--- src/rtl/jtframe_arb_pkg.sv ---
// Shared definitions for the N-slot SDRAM arbiter.
//   IDLE/CMD/DATA : state encoding of the access tracker
//   IDXW          : width of a slot index (up to 8 slots)
//   onehot()      : slot index to one-hot grant vector
//   rr_pick()     : round-robin winner search starting at a pointer
package jtframe_arb_pkg;

    localparam int IDXW = 3;

    localparam logic [1:0] IDLE = 2'd0;
    localparam logic [1:0] CMD  = 2'd1;
    localparam logic [1:0] DATA = 2'd2;

    function automatic logic [7:0] onehot(input logic [IDXW-1:0] idx, input int n);
        logic [7:0] v;
        v = '0;
        if (int'(idx) < n) v[idx] = 1'b1;
        return v;
    endfunction

    // Requests above NSLOTS are zero-padded, so a mod-8 scan from a pointer
    // below NSLOTS visits the live slots in the same order as a mod-NSLOTS scan.
    function automatic logic [IDXW-1:0] rr_pick(input logic [7:0] req, input logic [IDXW-1:0] ptr);
        logic [IDXW-1:0] idx;
        logic [IDXW-1:0] pick;
        logic            found;
        pick  = ptr;
        found = 1'b0;
        for (int i = 0; i < 8; i++) begin
            idx = ptr + IDXW'(i);
            if (!found && req[idx]) begin
                pick  = idx;
                found = 1'b1;
            end
        end
        return pick;
    endfunction

endpackage

--- src/rtl/jtframe_arb_age.sv ---
// Anti-starvation aging counters, one per slot.
//   clk, rst_n : clock, asynchronous active-low reset
//   slot_req   : per-slot request levels
//   grant_en   : high in the cycle a grant is latched
//   win_idx    : index of the slot being granted
//   aged_any   : some requesting slot has waited MAXWAIT grants or more
//   aged_idx   : lowest-index such slot
module jtframe_arb_age
    import jtframe_arb_pkg::*;
#(
    parameter int NSLOTS  = 4,
    parameter int MAXWAIT = 15,
    parameter int AGEW    = 8
) (
    input  logic              clk,
    input  logic              rst_n,
    input  logic [NSLOTS-1:0] slot_req,
    input  logic              grant_en,
    input  logic [IDXW-1:0]   win_idx,
    output logic              aged_any,
    output logic [IDXW-1:0]   aged_idx
);

    logic [AGEW-1:0] age_q [NSLOTS];
    logic [AGEW-1:0] age_d [NSLOTS];

    // Counters only move on a grant: losers that still request age by one
    // (saturating), the winner and idle slots restart from zero.
    always_comb begin
        for (int i = 0; i < NSLOTS; i++) begin
            age_d[i] = age_q[i];
            if (grant_en) begin
                if (!slot_req[i] || win_idx == IDXW'(i))
                    age_d[i] = '0;
                else if (age_q[i] != '1)
                    age_d[i] = age_q[i] + 1'b1;
            end
        end
    end

    always_ff @(posedge clk or negedge rst_n) begin
        if (!rst_n) begin
            for (int i = 0; i < NSLOTS; i++) age_q[i] <= '0;
        end else begin
            for (int i = 0; i < NSLOTS; i++) age_q[i] <= age_d[i];
        end
    end

    // Descending scan so the lowest aged index is the one left standing.
    always_comb begin
        aged_any = 1'b0;
        aged_idx = '0;
        for (int i = NSLOTS - 1; i >= 0; i--) begin
            if (slot_req[i] && age_q[i] >= AGEW'(MAXWAIT)) begin
                aged_any = 1'b1;
                aged_idx = IDXW'(i);
            end
        end
    end

endmodule

--- src/rtl/jtframe_ram_nslots_arb.sv ---
// N-slot SDRAM access arbiter for one bank. Picks one requesting slot
// (aged slots first, then round-robin or fixed priority), issues one
// read/write to the SDRAM controller and returns the result to that slot.
// Only slot 0 can write.
//   slot_req/slot_addr           : per-slot request level and word address
//   slot0_wen/din/wrmask         : slot 0 write controls
//   slot_grant/slot_rdy/slot_dout: one-hot grant, completion pulse, read word
//   sdram_*/data_*               : controller command and response side
// Handshake: a slot holds slot_req until its slot_rdy pulse; the arbiter
// holds sdram_rd/sdram_wr until sdram_ack, then waits for data_rdy (which
// may coincide with sdram_ack) to complete the single in-flight access.
module jtframe_ram_nslots_arb
    import jtframe_arb_pkg::*;
#(
    parameter int SDRAMW  = 22,
    parameter int NSLOTS  = 4,
    parameter int RR      = 1,
    parameter int MAXWAIT = 15,
    parameter int AGEW    = 8
) (
    input  logic                     clk,
    input  logic                     rst_n,
    input  logic [NSLOTS-1:0]        slot_req,
    input  logic [NSLOTS*SDRAMW-1:0] slot_addr,
    input  logic                     slot0_wen,
    input  logic [15:0]              slot0_din,
    input  logic [1:0]               slot0_wrmask,
    output logic [NSLOTS-1:0]        slot_grant,
    output logic [NSLOTS-1:0]        slot_rdy,
    output logic [15:0]              slot_dout,
    input  logic                     sdram_ack,
    output logic                     sdram_rd,
    output logic                     sdram_wr,
    output logic [SDRAMW-1:0]        sdram_addr,
    input  logic                     data_dst,
    input  logic                     data_rdy,
    input  logic [15:0]              data_read,
    output logic [15:0]              data_write,
    output logic [1:0]               sdram_wrmask
);

    logic [1:0]        state_q, state_d;
    logic [NSLOTS-1:0] grant_q, grant_d;
    logic [NSLOTS-1:0] rdy_q, rdy_d;
    logic [15:0]       dout_q, dout_d;
    logic [15:0]       wdata_q, wdata_d;
    logic              rd_q, rd_d;
    logic              wr_q, wr_d;
    logic              is_wr_q, is_wr_d;
    logic [SDRAMW-1:0] addr_q, addr_d;
    logic [1:0]        mask_q, mask_d;
    logic [IDXW-1:0]   ptr_q, ptr_d;

    logic [IDXW-1:0]   win_idx, rr_idx, low_idx, aged_idx;
    logic              aged_any, grant_en, complete;
    logic [7:0]        req_pad;
    logic              unused_data_dst;

    assign unused_data_dst = data_dst;
    assign req_pad  = 8'(slot_req);
    assign grant_en = (state_q == IDLE) && (|slot_req);

    always_comb begin
        low_idx = '0;
        for (int i = NSLOTS - 1; i >= 0; i--)
            if (slot_req[i]) low_idx = IDXW'(i);
    end

    assign rr_idx  = rr_pick(req_pad, ptr_q);
    assign win_idx = aged_any ? aged_idx : ((RR != 0) ? rr_idx : low_idx);

    jtframe_arb_age #(
        .NSLOTS  (NSLOTS),
        .MAXWAIT (MAXWAIT),
        .AGEW    (AGEW)
    ) u_age (
        .clk      (clk),
        .rst_n    (rst_n),
        .slot_req (slot_req),
        .grant_en (grant_en),
        .win_idx  (win_idx),
        .aged_any (aged_any),
        .aged_idx (aged_idx)
    );

    always_comb begin
        state_d  = state_q;
        grant_d  = grant_q;
        rdy_d    = '0;
        dout_d   = dout_q;
        wdata_d  = wdata_q;
        rd_d     = rd_q;
        wr_d     = wr_q;
        is_wr_d  = is_wr_q;
        addr_d   = addr_q;
        mask_d   = mask_q;
        ptr_d    = ptr_q;
        complete = 1'b0;
        case (state_q)
            IDLE: begin
                // data_rdy here has no access to belong to and is dropped.
                if (grant_en) begin
                    grant_d = NSLOTS'(onehot(win_idx, NSLOTS));
                    addr_d  = slot_addr[int'(win_idx) * SDRAMW +: SDRAMW];
                    ptr_d   = (win_idx == IDXW'(NSLOTS - 1)) ? '0 : win_idx + 1'b1;
                    state_d = CMD;
                    if (win_idx == '0 && slot0_wen) begin
                        wr_d    = 1'b1;
                        rd_d    = 1'b0;
                        is_wr_d = 1'b1;
                        wdata_d = slot0_din;
                        mask_d  = slot0_wrmask;
                    end else begin
                        wr_d    = 1'b0;
                        rd_d    = 1'b1;
                        is_wr_d = 1'b0;
                        mask_d  = 2'b11;
                    end
                end
            end
            CMD: begin
                if (sdram_ack) begin
                    rd_d = 1'b0;
                    wr_d = 1'b0;
                    if (data_rdy) complete = 1'b1;
                    else          state_d  = DATA;
                end
            end
            DATA: begin
                if (data_rdy) complete = 1'b1;
            end
            default: state_d = IDLE;
        endcase
        if (complete) begin
            rdy_d   = grant_q;
            grant_d = '0;
            state_d = IDLE;
            if (!is_wr_q) dout_d = data_read;
        end
    end

    always_ff @(posedge clk or negedge rst_n) begin
        if (!rst_n) begin
            state_q <= IDLE;
            grant_q <= '0;
            rdy_q   <= '0;
            dout_q  <= '0;
            wdata_q <= '0;
            rd_q    <= 1'b0;
            wr_q    <= 1'b0;
            is_wr_q <= 1'b0;
            addr_q  <= '0;
            mask_q  <= 2'b11;
            ptr_q   <= '0;
        end else begin
            state_q <= state_d;
            grant_q <= grant_d;
            rdy_q   <= rdy_d;
            dout_q  <= dout_d;
            wdata_q <= wdata_d;
            rd_q    <= rd_d;
            wr_q    <= wr_d;
            is_wr_q <= is_wr_d;
            addr_q  <= addr_d;
            mask_q  <= mask_d;
            ptr_q   <= ptr_d;
        end
    end

    assign slot_grant   = grant_q;
    assign slot_rdy     = rdy_q;
    assign slot_dout    = dout_q;
    assign sdram_rd     = rd_q;
    assign sdram_wr     = wr_q;
    assign sdram_addr   = addr_q;
    assign data_write   = wdata_q;
    assign sdram_wrmask = mask_q;

endmodule
--- config.mk ---
export PLATFORM = sky130hd
export DESIGN_NAME = jtframe_ram_nslots_arb
export DESIGN_NICKNAME = d
export VERILOG_FILES = /design/src/rtl/jtframe_arb_pkg.sv /design/src/rtl/jtframe_arb_age.sv /design/src/rtl/jtframe_ram_nslots_arb.sv
export SDC_FILE = /design/constraint.sdc
export NUM_CORES = 1
export LEC_CHECK = 0
export CAP_MARGIN = 20
export CORE_MARGIN = 2
export CORE_UTILIZATION = 50
export DETAILED_ROUTE_END_ITERATION = 8
export PLACE_DENSITY = 0.84
export SYNTH_ARGS = -nofsm -noshare
export SYNTH_HDL_FRONTEND = slang
export SYNTH_HIERARCHICAL = 1
export SYNTH_SLANG_ARGS = --single-unit
--- constraint.sdc ---
create_clock -name clk -period 6.8 [get_ports clk]
set_clock_uncertainty 0.15 [all_clocks]
set_input_delay 2.04 -clock clk [delete_from_list [all_inputs] [get_ports clk]]
set_output_delay 2.04 -clock clk [all_outputs]
set_load 0.005 [all_outputs]
# After elaboration in Yosys (flattened, before gate mapping)
# Cells that the tools add are included.
# word_totals
reg_bits	104
inputBits	132
out_inout_bits	66
wordCells	180
# op_classes
addsub	12
mul	1
n_lt_le_gt_ge	15
n_eq_ne	15
shift	1
n_mux	71
n_bitwise	1
n_reduce_logical	49
# op_table
cell	n
88-bit by 9-bit indexed part select with 22-bit output	1
8-bit 2-to-1 mux	8
3-bit by 4-bit < comparator with 1-bit output, second input constant	9
8-bit by 1-bit adder with 8-bit output, second input constant	4
8-bit by 4-bit >= comparator with 1-bit output, second input constant	4
8-bit != test, second input constant	4
1-bit 2-to-1 mux	27
3-bit 2-to-1 mux	9
1-bit binary-select mux with 3-bit select	8
4-bit 2-to-1 mux	5
2-bit 2-to-1 mux	9
1-bit logical AND	14
2-bit AND reduction	7
2-bit nonzero test	7
3-bit adder, second input constant	4
1-bit zero test	11
3-bit != test, second input constant	3
3-bit by 4-bit multiplier with 7-bit output, second input constant	1
3-bit by 1-bit adder with 3-bit output, second input constant	2
3-bit by 2-bit adder with 3-bit output, second input constant	2
3-bit by 2-bit equality test with 1-bit output, second input constant	2
2-bit != test, second input constant	3
1-bit one-hot mux with 2 select lines	3
2-bit one-hot mux with 3 select lines	1
other kinds (13)	17

# Longest topological paths before layout
# Gate-level depths: netlist of run 1.
# logic_depth
ltp_word	33
depth_mapped	17
depth_no_buf	14

# Cells and area by module
# Netlist of run 1, hierarchy kept.
# modules_own_cells
module	n_inst	cells_each	area_each_um2	seq_area_each_um2
jtframe_ram_nslots_arb	1	583	5526.6	1804.2
jtframe_arb_age	1	220	1911.8	800.8

# Worst setup path before layout of run 1
# Ideal clock, no wire load.
# synth_path
path_type	input to register
start	in slot_req[3]
end	reg wdata_q[0] (netlist: data_write[0])
arrival_ps	5482
required_ps	6525
setup_slack_ps	1043
cell_stages	13
path_buffers	2
cell_sequence	mux4_2 or4b_1 o2111ai_1 o31ai_1 or4_4 o21ai_4 buf_2 ha_1 nand2_1 or2_2 nor2_2 buf_4 mux2_2
# synth_between
elab_chain_cells	28
# synth_lines
item	line_no	rtl
from (decl)	jtframe_ram_nslots_arb.sv:23	input logic [NSLOTS-1:0] slot_req,
1-bit binary-select mux with 3-bit select	jtframe_arb_pkg.sv:31	if (!found && req[idx]) begin
1-bit 2-to-1 mux (implied by the code)	jtframe_arb_pkg.sv:31	
1-bit 2-to-1 mux	jtframe_arb_pkg.sv:31	
1-bit zero test	jtframe_arb_pkg.sv:31	
1-bit logical AND	jtframe_arb_pkg.sv:31	
1-bit 2-to-1 mux	jtframe_arb_pkg.sv:31	
1-bit zero test	jtframe_arb_pkg.sv:31	
1-bit logical AND	jtframe_arb_pkg.sv:31	
[12 not listed]	n/a	
1-bit 2-to-1 mux	jtframe_arb_pkg.sv:31	
1-bit zero test	jtframe_arb_pkg.sv:31	
1-bit logical AND	jtframe_arb_pkg.sv:31	
3-bit 2-to-1 mux	jtframe_arb_pkg.sv:31	
3-bit 2-to-1 mux	jtframe_ram_nslots_arb.sv:70	assign win_idx = aged_any ? aged_idx : ((RR != 0) ? rr_idx : low_idx);
3-bit zero test	jtframe_ram_nslots_arb.sv:107	if (win_idx == '0 && slot0_wen) begin
1-bit logical AND	jtframe_ram_nslots_arb.sv:107	
3-bit AND reduction (no source line) (*)	n/a	
to (signal assigned)	jtframe_ram_nslots_arb.sv:160	wdata_q <= wdata_d;
to (decl)	jtframe_ram_nslots_arb.sv:46	logic [15:0] wdata_q, wdata_d;
# Mark *: on every way between the ends. The rest lies on a longest branch, timed or not. The select of a mux whose other input is x is not followed.
# A chain may end at the register's enable or synchronous reset.

# Worst setup path in the final report of run 1
# layout_path
start	in slot_req[0]
end	reg u_age/age_q[24] (netlist bit)
# layout_between
elab_chain_cells	29
# layout_lines
item	line_no	rtl
1-bit binary-select mux with 3-bit select	jtframe_arb_pkg.sv:31	
1-bit 2-to-1 mux (implied by the code)	jtframe_arb_pkg.sv:31	
1-bit 2-to-1 mux	jtframe_arb_pkg.sv:31	
1-bit zero test	jtframe_arb_pkg.sv:31	
1-bit logical AND	jtframe_arb_pkg.sv:31	
1-bit 2-to-1 mux	jtframe_arb_pkg.sv:31	
1-bit zero test	jtframe_arb_pkg.sv:31	
1-bit logical AND	jtframe_arb_pkg.sv:31	
[13 not listed]	n/a	
1-bit zero test	jtframe_arb_pkg.sv:31	
1-bit logical AND	jtframe_arb_pkg.sv:31	
3-bit 2-to-1 mux	jtframe_arb_pkg.sv:31	
3-bit 2-to-1 mux	jtframe_ram_nslots_arb.sv:70	
3-bit zero test	jtframe_arb_age.sv:33	if (!slot_req[i] || win_idx == IDXW'(i))
1-bit logical OR	jtframe_arb_age.sv:33	
2-bit nonzero test (no source line)	n/a	
2-bit AND reduction (no source line)	n/a	
to (decl)	jtframe_arb_age.sv:24	logic [AGEW-1:0] age_q [NSLOTS];
# Several ways; a longest one is shown, not always the timed one. The select of a mux whose other input is x is not followed.

==> summary.txt, run 1 <==
r2r setup slk - 1.81 ns
final hold vios - 0
global-route wire length before repair - 34500 um
Total GRT Usage - 26.3%
Final WS setup - 0.615 ns
Mapped Nets - 945
Post-synth ARST share - 100%
routed wire length - 21300 um
# diodes - 0
worst hold endpoint - sdram_addr[18]
clk buf depth - 2
M2 GR Usage - 45.3%
PD cells - 451 mW/mm2
Synthesis Warnings - 6
number of synthesized flops with an enable pin - 0
Rel. slew slack - 32.1%
Layout area overhead - 31.9%
post-synth cell types - 72
post-synthesis cell count - 803
Chip Width - 126 um
Die Span Y - 126 um
sequential area share after synthesis - 35.0%
DRC - 0
Non-Filler Instances - 1156
VDD IR max - 310 uV
wire per inst - 18.4 um
starting density of the core - 51.2%
CTS tree - done
period utilization - 91.0%
total vias in the final route - 7265
RSZ-0062 raised after global routing - false
Via density - 6.28
HP Class - reg -> reg
largest net degree at the start of global routing - 77
H-tree depth - 3
CP dominant cell by count - o31ai_1
Final Wtd Congestion - 0.859
Synth area leader - dfrtp_1
Post-Syn Area - 0.00744 mm2
Hold Path Origin - sdram_addr[18]
commonest non-fill, non-tap cell in the layout - clkdlybuf4s50_1
GRT busiest layer - met2
IO Pins - 198
Max-cap violations - 0
share of layout cells above drive strength 1 - 13.5%
hold_ws - 0.347 ns
worst slew pin tran - 1.02 ns
met1 GRT Util - 31.9%
post-cts gate resize count - 0
# fillers - 1144
Initial DRC Count - 448
worst-skew pair later-pin latency - 0.36 ns
commonest non-fill, non-tap cells in the layout - clkdlybuf4s50_1, dfrtp_1, nand2_1
Seq cells post-synth - 104
Critical Path Sink Type - flop
type of origin of the critical path - input pin
fin crit period - 6.18 ns
Syn Area/Cell - 9.26 um2
cell depth of the worst flop-to-flop path - 13
crit-path max cell delay - 0.86 ns
Max Clk Rate - 162 MHz
total CTS buffers - 9
CORE AREA - 0.0145 mm2
first-pass detailed-route iteration total - 5
Critical Path RT - 6.88 ns
Cell Chain, Critical Path - clkdlybuf4s50_1 > mux4_2 > or4b_1 > o2111ai_1 > o31ai_1 > or4_4 > o21ai_4 > inv_2 > o31ai_1 > o31ai_1 > nand2_1 > o21ai_0
num rows - 44
Slowest cell on crit path - o31ai_1
remaining antenna violation count after routing - 0
post-synth top area share - 34.3%
clock root cell - clkbuf_16
dpl ws - 0.361 ns
vias in the first global route - 7037
Placed Cells - 1140
worst r2r src - ptr_q[1]
RR Endpoint - u_age/age_q[24]
register area - 0.00261 mm2
largest cells by area after synthesis - dfrtp_1, mux2_2, mux2i_1, a221oi_1, nand2_1
hold_buf cts - 0
worst hold stages - 1
Total Power - 4.43 mW
outcome - finished clean
GR Layer Usage met3 - 7.73%
Top FF cell, synth - dfrtp_1
largest fanout on the critical path - 29
total setup buffers inserted after CTS - 0
remaining global-route overflow - 0
max-slew violations - 0
Nets - 1109
Sink Count - 104
Worst Path Arrival - 6.27 ns
Final HPWL DP - 14400 um
setup_tns - 0 ns
Static Leakage - 3.93 nW
WS Path Type - in -> reg
# setup viols final - 0
port buffer count - 196
die area - 0.0159 mm2
initial antenna violation count - 0
area occupied by multi-input gates - 0.00450 mm2
clock slew at reported path FFs - 0.07 ns
critical path, delay by kind of cell:
family / cells / cell delay, ns
buffers and inverters: 2 / 0.87
AND/OR/NAND/NOR: 3 / 1.16
AO/OA/AOI/OAI: 6 / 1.58
multiplexers: 1 / 0.60
state kept, by name, summed over array words and instances (netlist names):
register / count
u_age/age_q: 32
is_wr_q: 1
state_q: 2
sdram_wr: 1
slot_rdy: 4
sdram_rd: 1
slot_grant: 4
data_write: 16
sdram_addr: 22
slot_dout: 16
sdram_wrmask: 2
ptr_q: 3
where the power goes:
| part | total (mW) | internal [mW] | switching, mW |
|---|---|---|---|
| logic | 2.88 | 1.33 | 1.55 |
| clock network | 0.511 | 0.262 | 0.249 |
| registers | 1.03 | 0.859 | 0.172 |
metal layers:
| metal | vias to the layer above | routed length, um | part of all wire (%) |
|---|---|---|---|
| met4 | 0 | 508 | 2.4 |
| met5 | - | 0 | 0 |
| met1 | 3542 | 8720 | 41 |
| met3 | 38 | 1590 | 7.4 |
| met2 | 271 | 10500 | 49 |
| li1 | 3414 | - | - |
per-stage QoR:
step           util (%)  area, um2
5_1_grt            67.5       9810
4_1_cts            67.5       9810
2_1_floorplan         -       7440
3_5_place_dp       65.5       9530
3_3_place_gp       65.5       9520
6_report           67.5       9810
worst max path at each step:
stage	start	to	slack [ns]	depth (start not counted)
4_1_cts	slot_req[0]	u_age/age_q[24]	0.71	12
3_3_place_gp	slot_req[0]	u_age/age_q[27]	0.45	12
5_1_grt	slot_req[0]	u_age/age_q[25]	0.39	12
3_5_place_dp	slot_req[0]	u_age/age_q[24]	0.36	12
2_1_floorplan	slot_req[3]	data_write[0]	1.04	13
6_report	slot_req[0]	u_age/age_q[24]	0.62	12
area by class of cell:
cell class                      count  share of cell area [%]
Tap cell                          184                    2.35
Sequential cell                   104                    26.6
Clock buffer                       11                    2.47
Clock inverter                      5                   0.395
Timing Repair Buffer              211                    21.2
Multi-Input combinational cell    611                    45.9
Inverter                           30                    1.15
cell usage after synthesis, drive strengths merged (6+ instances only):
| library cell | count |
|---|---|
| buf | 11 |
| inv | 30 |
| a211oi | 6 |
| nand3 | 49 |
| o21ai | 32 |
| a21oi | 38 |
| nand2b | 6 |
| nor3 | 44 |
| o211ai | 7 |
| a32o | 22 |
| o31ai | 10 |
| and3 | 12 |
| nor2 | 19 |
| mux2 | 80 |
| a221o | 8 |
| and2 | 7 |
| a21boi | 6 |
| clkbuf | 47 |
| dfrtp | 102 |
| a221oi | 39 |
| ha | 10 |
| mux2i | 49 |
| nand2 | 81 |
| a31oi | 8 |
kinds of logic after synthesis:
| kind of cell | share of synthesized area, % |
|---|---|
| AOI/OAI and AO/OA | 22.1 |
| xor gates and xnor gates | 0.236 |
| muxes | 19.9 |
| DFF | 35.0 |
| and+or+nand+nor | 16.3 |
| buffers and inverters | 4.71 |
| adders and majority gates | 1.68 |
| other | 0.0504 |
(Power assumes the default switching activity.)
==> inputs of run 2 (changes only) <==
- ABC_CLOCK_PERIOD_IN_PS: unset -> 6800
- CTS_CLUSTER_SIZE: unset -> 25
- SETUP_SLACK_MARGIN: unset -> 0.2
==> results of run 2 <==
No change in the layout: final DEF, timing and power equal those of run 1.
==> inputs of run 3 (changes only) <==
- CTS_CLUSTER_SIZE: 25 -> 20
==> results of run 3 <==
No change in the layout: final DEF, timing and power equal those of run 1.
